===== config.mk =====
export PLATFORM = sky130hd
export DESIGN_NAME = aes_inv_key_sched
export DESIGN_NICKNAME = d
export VERILOG_FILES = /design/src/rtl/aes_pkg.sv /design/src/rtl/aes_sbox_word.sv /design/src/rtl/aes_inv_key_sched.sv
export SDC_FILE = /design/constraint.sdc
export NUM_CORES = 2
export LEC_CHECK = 0
export ABC_CLOCK_PERIOD_IN_PS = 21700
export CELL_PAD_IN_SITES_DETAIL_PLACEMENT = 1
export CELL_PAD_IN_SITES_GLOBAL_PLACEMENT = 2
export CORE_ASPECT_RATIO = 0.75
export CORE_MARGIN = 2
export CORE_UTILIZATION = 29
export CTS_CLUSTER_DIAMETER = 80
export DETAILED_ROUTE_END_ITERATION = 10
export PLACE_DENSITY = 0.71
export SYNTH_ARGS = -nofsm -noshare
export SYNTH_HDL_FRONTEND = slang
export SYNTH_SLANG_ARGS = --single-unit
export TNS_END_PERCENT = 30

===== constraint.sdc =====
create_clock -name clk -period 21.7 [get_ports clk]
set_clock_uncertainty 0.2 [all_clocks]
set_input_delay 2.17 -clock clk [delete_from_list [all_inputs] [get_ports clk]]
set_output_delay 2.17 -clock clk [all_outputs]
set_load 0.01 [all_outputs]

===== src/rtl/aes_pkg.sv =====
// aes_pkg: AES constants, S-box and Rcon shared by forward and inverse key schedules
package aes_pkg;
    localparam int NB = 4;
    localparam int NK = 4;
    localparam int NR = 10;

    typedef enum logic {IDLE, EMIT} state_t;

    function automatic logic [7:0] gf_mul(input logic [7:0] a, input logic [7:0] b);
        logic [7:0] p;
        logic [7:0] x;
        p = 8'h00;
        x = a;
        for (int i = 0; i < 8; i++) begin
            p ^= b[i] ? x : 8'h00;
            x = {x[6:0], 1'b0} ^ (x[7] ? 8'h1b : 8'h00);
        end
        return p;
    endfunction

    // S-box as GF(2^8) inverse (b^254, so 0 maps to 0) followed by the affine transform
    function automatic logic [7:0] sbox(input logic [7:0] b);
        logic [7:0] sq;
        logic [7:0] inv;
        sq = b;
        inv = 8'h01;
        for (int i = 0; i < 7; i++) begin
            sq = gf_mul(sq, sq);
            inv = gf_mul(inv, sq);
        end
        return inv ^ {inv[6:0], inv[7]} ^ {inv[5:0], inv[7:6]} ^ {inv[4:0], inv[7:5]}
            ^ {inv[3:0], inv[7:4]} ^ 8'h63;
    endfunction

    function automatic logic [31:0] rcon(input logic [3:0] r);
        logic [7:0] rc;
        rc = 8'h01;
        for (int i = 1; i < 10; i++)
            if (i < int'(r)) rc = {rc[6:0], 1'b0} ^ (rc[7] ? 8'h1b : 8'h00);
        return (r != 4'd0 && r <= 4'd10) ? {rc, 24'h0} : 32'h0;
    endfunction
endpackage


===== src/rtl/aes_sbox_word.sv =====
// aes_sbox_word: four parallel S-box lookups on a 32-bit word
module aes_sbox_word
    import aes_pkg::*;
(
    input  logic [31:0] in_w,
    output logic [31:0] out_w
);
    assign out_w = {sbox(in_w[31:24]), sbox(in_w[23:16]), sbox(in_w[15:8]), sbox(in_w[7:0])};
endmodule


===== src/rtl/aes_inv_key_sched.sv =====
// aes_inv_key_sched: regenerates AES-128 round keys backward from the last round key
module aes_inv_key_sched
    import aes_pkg::*;
(
    input  logic         clk,
    input  logic         rst_n,
    input  logic         start,
    input  logic [0:127] last_key,
    input  logic         rk_ready,
    output logic [0:127] round_key,
    output logic [3:0]   round_idx,
    output logic         rk_valid,
    output logic         busy,
    output logic         done
);
    state_t       state_q, state_d;
    logic [0:127] key_q, key_d;
    logic [3:0]   idx_q, idx_d;
    logic         valid_q, valid_d, busy_q, busy_d, done_q, done_d;
    logic [31:0]  w0, w1, w2, w3, p3, sub;
    logic [0:127] prev_key;

    assign w0 = key_q[0:31];
    assign w1 = key_q[32:63];
    assign w2 = key_q[64:95];
    assign w3 = key_q[96:127];
    assign p3 = w3 ^ w2;

    // The previous key's last word is recovered first; it feeds RotWord/SubWord for word 0
    aes_sbox_word u_sbox (.in_w({p3[23:0], p3[31:24]}), .out_w(sub));

    assign prev_key = {w0 ^ sub ^ rcon(idx_q), w1 ^ w0, w2 ^ w1, p3};

    always_comb begin
        state_d = state_q;
        key_d = key_q;
        idx_d = idx_q;
        valid_d = valid_q;
        busy_d = busy_q;
        done_d = 1'b0;
        if (state_q == IDLE) begin
            if (start) begin
                key_d = last_key;
                idx_d = 4'(NR);
                valid_d = 1'b1;
                busy_d = 1'b1;
                state_d = EMIT;
            end
        end else if (rk_ready) begin
            if (idx_q == 4'd0) begin
                valid_d = 1'b0;
                busy_d = 1'b0;
                done_d = 1'b1;
                state_d = IDLE;
            end else begin
                key_d = prev_key;
                idx_d = idx_q - 4'd1;
            end
        end
    end

    always_ff @(posedge clk) begin
        if (!rst_n) begin
            state_q <= IDLE;
            key_q <= '0;
            idx_q <= '0;
            valid_q <= 1'b0;
            busy_q <= 1'b0;
            done_q <= 1'b0;
        end else begin
            state_q <= state_d;
            key_q <= key_d;
            idx_q <= idx_d;
            valid_q <= valid_d;
            busy_q <= busy_d;
            done_q <= done_d;
        end
    end

    assign round_key = key_q;
    assign round_idx = idx_q;
    assign rk_valid = valid_q;
    assign busy = busy_q;
    assign done = done_q;
endmodule


# Word level (Yosys, flattened, before mapping)
# Cells that the tools add are included.
# op_classes
n_mux	847
n_reduce_logical	7
eq_ne	3
add_sub_neg	1
order_cmp	10
bitwise	789
# ops
cell	n
8-bit bitwise XOR	761
8-bit two-way mux	428
5-bit two-way mux	376
128-bit two-way mux	4
32-bit bitwise XOR	5
8-bit by 5-bit bitwise XOR with 8-bit output	19
32-bit two-way mux	1
4-bit two-way mux	8
7-bit two-way mux	4
6-bit two-way mux	4
3-bit by 4-bit less-than comparator with 1-bit output, first input constant	4
4-bit NOT	4
1-bit two-way mux	13
3-bit two-way mux	4
2-bit two-way mux	5
3-bit AND reduction	3
2-bit by 4-bit less-than comparator with 1-bit output, first input constant	2
4-bit less-than comparator, first input constant	2
4-bit <= comparator, second input constant	1
4-bit logical NOT	1
1-bit by 4-bit less-than comparator with 1-bit output, first input constant	1
2-bit != test, second input constant	2
4-bit nonzero test	1
4-bit by 1-bit subtractor with 4-bit output, second input constant	1
3 further kinds	3
# word_totals
reg_bits	135
out_inout_bits	135
in_bits	132

# Logic depth before layout (Yosys ltp)
# depth
ltp_word	131
depth_mapped	99

# Cells and area by module
# From an unflattened synthesis, not the netlist that was laid out.
# unflattened
cells_unflattened	9640
area_unflattened_um2	72575.9
# by_module_without_submodules
mod	cells_per_inst	seq_area_each_um2	instances	area_per_inst_um2
aes_sbox_word	8444	0.0	1	64471.8
aes_inv_key_sched	1196	2702.6	1	8104.0

# Worst setup path after synthesis
# No wires, ideal clock.
# synth_path
path_type	reg2reg
start	reg key_q (netlist bit round_key[72])
end	reg key_q (netlist bit round_key[7])
stages_incl_launch_ff	94
period_less_slack_ns	20.610
setup_time_ns	0.130
arrival_ns	20.279
t_required_ns	21.370
path_buffers	16
slack_ns	1.090
cell_sequence	dfxtp_1 > xor2_1 > inv_2 > buf_2 > xnor2_1 > xnor2_1 > ha_1 > xnor3_1 > mux2i_1 > xnor2_1 > a21oi_2 > xnor2_1 > inv_2 > buf_2 > ha_1 > inv_1 > ha_1 > clkbuf_1 > [58 not listed] > ha_1 > buf_1 > xnor2_1 > xnor2_1 > nor2_1 > a221oi_1 > nor3_1 > a211o_1 > xor2_1 > clkbuf_1 > o21ai_0 > a22oi_1 > xnor2_1 > xnor2_1 > xor2_1 > xnor3_1 > xnor2_1 > o22ai_1
# synth_between
elab_chain_len	95
word_cells_on_any_way	399
cone_classes	202 x mux; 197 x bitwise
# synth_rtl
item	line_no	source
start: declaration	aes_inv_key_sched.sv:17	logic [0:127] key_q, key_d;
start signal: assignment	aes_inv_key_sched.sv:72	key_q <= key_d;
32-bit bitwise XOR *	aes_inv_key_sched.sv:27	assign p3 = w3 ^ w2;
5-bit two-way mux	aes_pkg.sv:16	x = {x[6:0], 1'b0} ^ (x[7] ? 8'h1b : 8'h00);
8-bit bitwise XOR (4 in a row)	aes_pkg.sv:16	
5-bit two-way mux, or another cell as far along	aes_pkg.sv:16	
8-bit bitwise XOR, or another cell as far along (3 in a row)	aes_pkg.sv:16	
8-bit two-way mux / 8-bit bitwise XOR (equally long branches)	aes_pkg.sv:15	p ^= b[i] ? x : 8'h00;
8-bit bitwise XOR *	aes_pkg.sv:15	
8-bit bitwise XOR	aes_pkg.sv:16	
[71 not listed]	n/a	
8-bit bitwise XOR *	aes_pkg.sv:15	
8-bit bitwise XOR (3 in a row)	aes_pkg.sv:31	return inv ^ {inv[6:0], inv[7]} ^ {inv[5:0], inv[7:6]} ^ {inv[4:0], inv[7:5]}
8-bit bitwise XOR *	aes_pkg.sv:32	^ {inv[3:0], inv[7:4]} ^ 8'h63;
4-bit NOT (no line) *	n/a	
32-bit bitwise XOR * (2 in a row)	aes_inv_key_sched.sv:32	assign prev_key = {w0 ^ sub ^ rcon(idx_q), w1 ^ w0, w2 ^ w1, p3};
128-bit two-way mux *	aes_inv_key_sched.sv:50	if (idx_q == 4'd0) begin
128-bit two-way mux *	aes_inv_key_sched.sv:49	end else if (rk_ready) begin
128-bit two-way mux *	aes_inv_key_sched.sv:41	if (state_q == IDLE) begin
# Every way passes the cells marked *; elsewhere a longest branch is shown, timed or not. The select of a mux whose other input is x is not followed.
# A chain may end at the register's enable or synchronous reset.

# Final worst setup path
# layout_path
start	reg key_q (netlist bit round_key[88])
end	reg key_q (netlist bit round_key[23])
# Same word-level chain as after synthesis.

==> metrics <==
outcome finished, final reports clean; WHS between 0.3 and 0.4 ns; Final #Nets 9784; min cycle time layout 20.47 ns; CTS tree done; ys flop type dfxtp_1; Sink Count around 140; setup TNS 0 ns; global route overflow 0; sequential-to-total area share from yosys stat 3.812%; Initial DRC Count ~4400; Max Fclk ~0.049 GHz; synth warn 0; Worst Setup SP round_key[88]; mean post-synth cell area approximately 7.6 sq um; crit-path max cell delay between 0.7 and 0.8 ns; Core Footprint between 200000 and 250000 sq um; Final setup viols 0; ANT nets after route 0; vias after detailed routing 66030; CP endpoint kind flip-flop; WL final approximately 270000 um; syn_nets slightly below 10000; Max FO, Critical Path 22; number of I/O port buffers ~270; critical path endpoint round_key[23]; CTS Buffer Depth 2; clock root cell clkbuf_16; max-cap viol count 0; DR WL/cell about 22 um; final hold violations 0; CP max-delay cell xnor3_1; Non-Filler Instances 12660; DP Cell Count between 10000 and 15000; Data required, critical path about 22 ns; CTS buffer count 17; # rows roughly 160; Tot GR Track Use about a fifth; first-pass GRT wire length about 420000 um; total iterations of the first detailed-routing run 5; io pins between 200 and 300; largest net degree at the start of global routing between 90 and 100; Worst-Skew Late Latency 0.58 ns; Final Cell Area about 80000 sq um; die area 248500 sq um; antenna violations before repair 15; Min-Delay Path Class reg2reg; Reg-to-Reg End round_key[23]; Worst setup SP type flip-flop; most used cell, CP xnor2_1; die height 432.2 um; period utilization about 94%; DP Area between 70000 and 80000 sq um; Post-DP HPWL ~210000 um; WS Path Type reg2reg; Starting Density between 20 and 30%; DRC viols 0; Syn Inst Count 9339; Routability Congestion 0.8983; detailed-route vias per instance between 5 and 6; worst r2r src round_key[88]; number of global-route vias before repair approximately 68000; Yosys cell types about 110; reg-to-reg slack, setup between 1 and 1.5 ns; fraction of layout cells with a size suffix above 1 between 8 and 9%; H-tree Lvls 4; Syn Std Cell Area around 71000 sq um; Slew Limit Fails 0; Slew HR between 10% and 20%; P&R area growth vs syn 12.23%; reg2reg path depth 77; Clk pin slew, worst setup/hold paths around 0.11 ns; die width approximately 570 um; Worst Path Arrival between 20 and 25 ns; Post-synth EDFFs 0; Synth Register Bits roughly 140; ys async rst share 0%; measured slew at the worst slew-check pin between 1 and 1.5 ns
[state kept, by name (all words and copies together), names as in the netlist]
| signal | count |
|---|---|
| round_key | 128 |
| round_idx | 4 |
| busy | 1 |
| done | 1 |
| state_q | 1 |
[layer usage]
layer  wire [um]  part of all wire (%)  GRT usage [%]
met2      122900                    45          34.07
met3        9600                   3.5          1.515
met5          11                0.0040              0
met1      135400                    49          31.14
met4        6022                   2.2          5.106
[how the worst min path moves through the flow]
stage,startpoint,endpoint,cells after the start
floorplan,busy,busy,2
global placement,round_key[104],round_key[104],2
detailed placement,round_key[123],round_key[123],2
CTS,round_key[115],round_key[115],2
global route,round_key[122],round_key[122],2
finish,round_key[114],round_key[114],2
[Yosys cell counts, types with 28 or more instances]
master / instances / share of area, %
xnor2_1: 1824 / 23
nor2_1: 1600 / 8.5
nand2_1: 949 / 5.0
xor2_1: 580 / 7.2
xnor3_1: 440 / 14
a21oi_1: 411 / 2.9
clkbuf_1: 380 / 2.0
o21ai_0: 336 / 2.4
ha_1: 275 / 4.9
inv_1: 239 / 1.3
mux2i_1: 176 / 2.5
nor3_1: 163 / 1.2
dfxtp_1: 135 / 3.8
buf_2: 120 / 0.85
a22oi_1: 108 / 1.1
nand3_1: 108 / 0.76
o22ai_1: 105 / 0.93
xnor2_2: 83 / 1.9
a211oi_1: 72 / 0.76
o211ai_1: 71 / 0.75
xor3_1: 69 / 2.3
nand2b_1: 67 / 0.59
buf_1: 59 / 0.31
nor2b_1: 58 / 0.51
o21a_1: 53 / 0.56
inv_2: 46 / 0.24
and2_1: 43 / 0.38
mux2_2: 43 / 0.68
and3_1: 42 / 0.37
o2bb2ai_1: 42 / 0.52
a31oi_1: 41 / 0.36
a211o_1: 33 / 0.41
or3_1: 32 / 0.28
clkinv_1: 30 / 0.16
xor2_2: 30 / 0.69
a221oi_1: 28 / 0.35
[cell type report]
cell class	count	area (sq um)
inverter	315	1219
tap	3259	4078
clock inverter	14	150.1
multi-input combinational	8307	65760
antenna	7	17.52
clock buffer	18	450.4
timing repair buffer	601	5181
fill	29530	164000
sequential	135	2711
[per-stage QoR]
step | setup slack, ns | util, %
floorplan | 1.090 | -
global placement | -0.6430 | 31.96
detailed placement | -1.094 | 31.96
CTS | 0.03742 | 32.28
global route | -0.04402 | 32.66
finish | 1.229 | 32.66
[critical path: cells and delay by family (launching register included)]
family          cells  cell delay, ns
compound gates      2            0.33
flops               1            0.45
mux                 1            0.29
buf+inv            16            3.42
xor+xnor           38           10.19
simple gates        9            0.97
fa+ha+maj          11            4.38
[placed cells by master (no fill, tap or decap), drive strengths merged, types with 33 or more instances in the layout]
master / n
mux2: 48
and2: 48
and3: 42
a211o: 33
a31oi: 41
o211ai: 72
a22oi: 108
xor2: 612
a21oi: 416
mux2i: 176
dfxtp: 135
nand2: 950
ha: 275
clkdlybuf4s50: 266
buf: 335
nand3: 108
xnor3: 456
o22ai: 107
nor3: 165
xor3: 73
inv: 293
o21ai: 347
o21a: 53
nand2b: 67
nor2: 1609
o2bb2ai: 42
xnor2: 1919
a211oi: 75
nor2b: 58
[what timing repair did]
item,CTS,global route
gates cloned,0,0
hold buffers,0,0
resized for setup,24,114
endpoints found under the setup margin,24,32
setup buffers,1,35
pin swaps,1,15
[kinds of logic (layout without fill, tap and decap cells)]
| group | Yosys count | in the layout | synth area share, % |
|---|---|---|---|
| flops | 135 | 135 | 3.812 |
| simple gates | 3177 | 3177 | 18.69 |
| xor+xnor | 3060 | 3060 | 49.80 |
| compound gates | 1569 | 1569 | 14.42 |
| fa+ha+maj | 275 | 275 | 4.853 |
| other cells | 0 | 7 | 0 |
| mux | 226 | 226 | 3.316 |
| buf+inv | 897 | 948 | 5.099 |
Power is not shown: default switching activity piles up to over one toggle a cycle in this logic, so the estimate is an artifact.
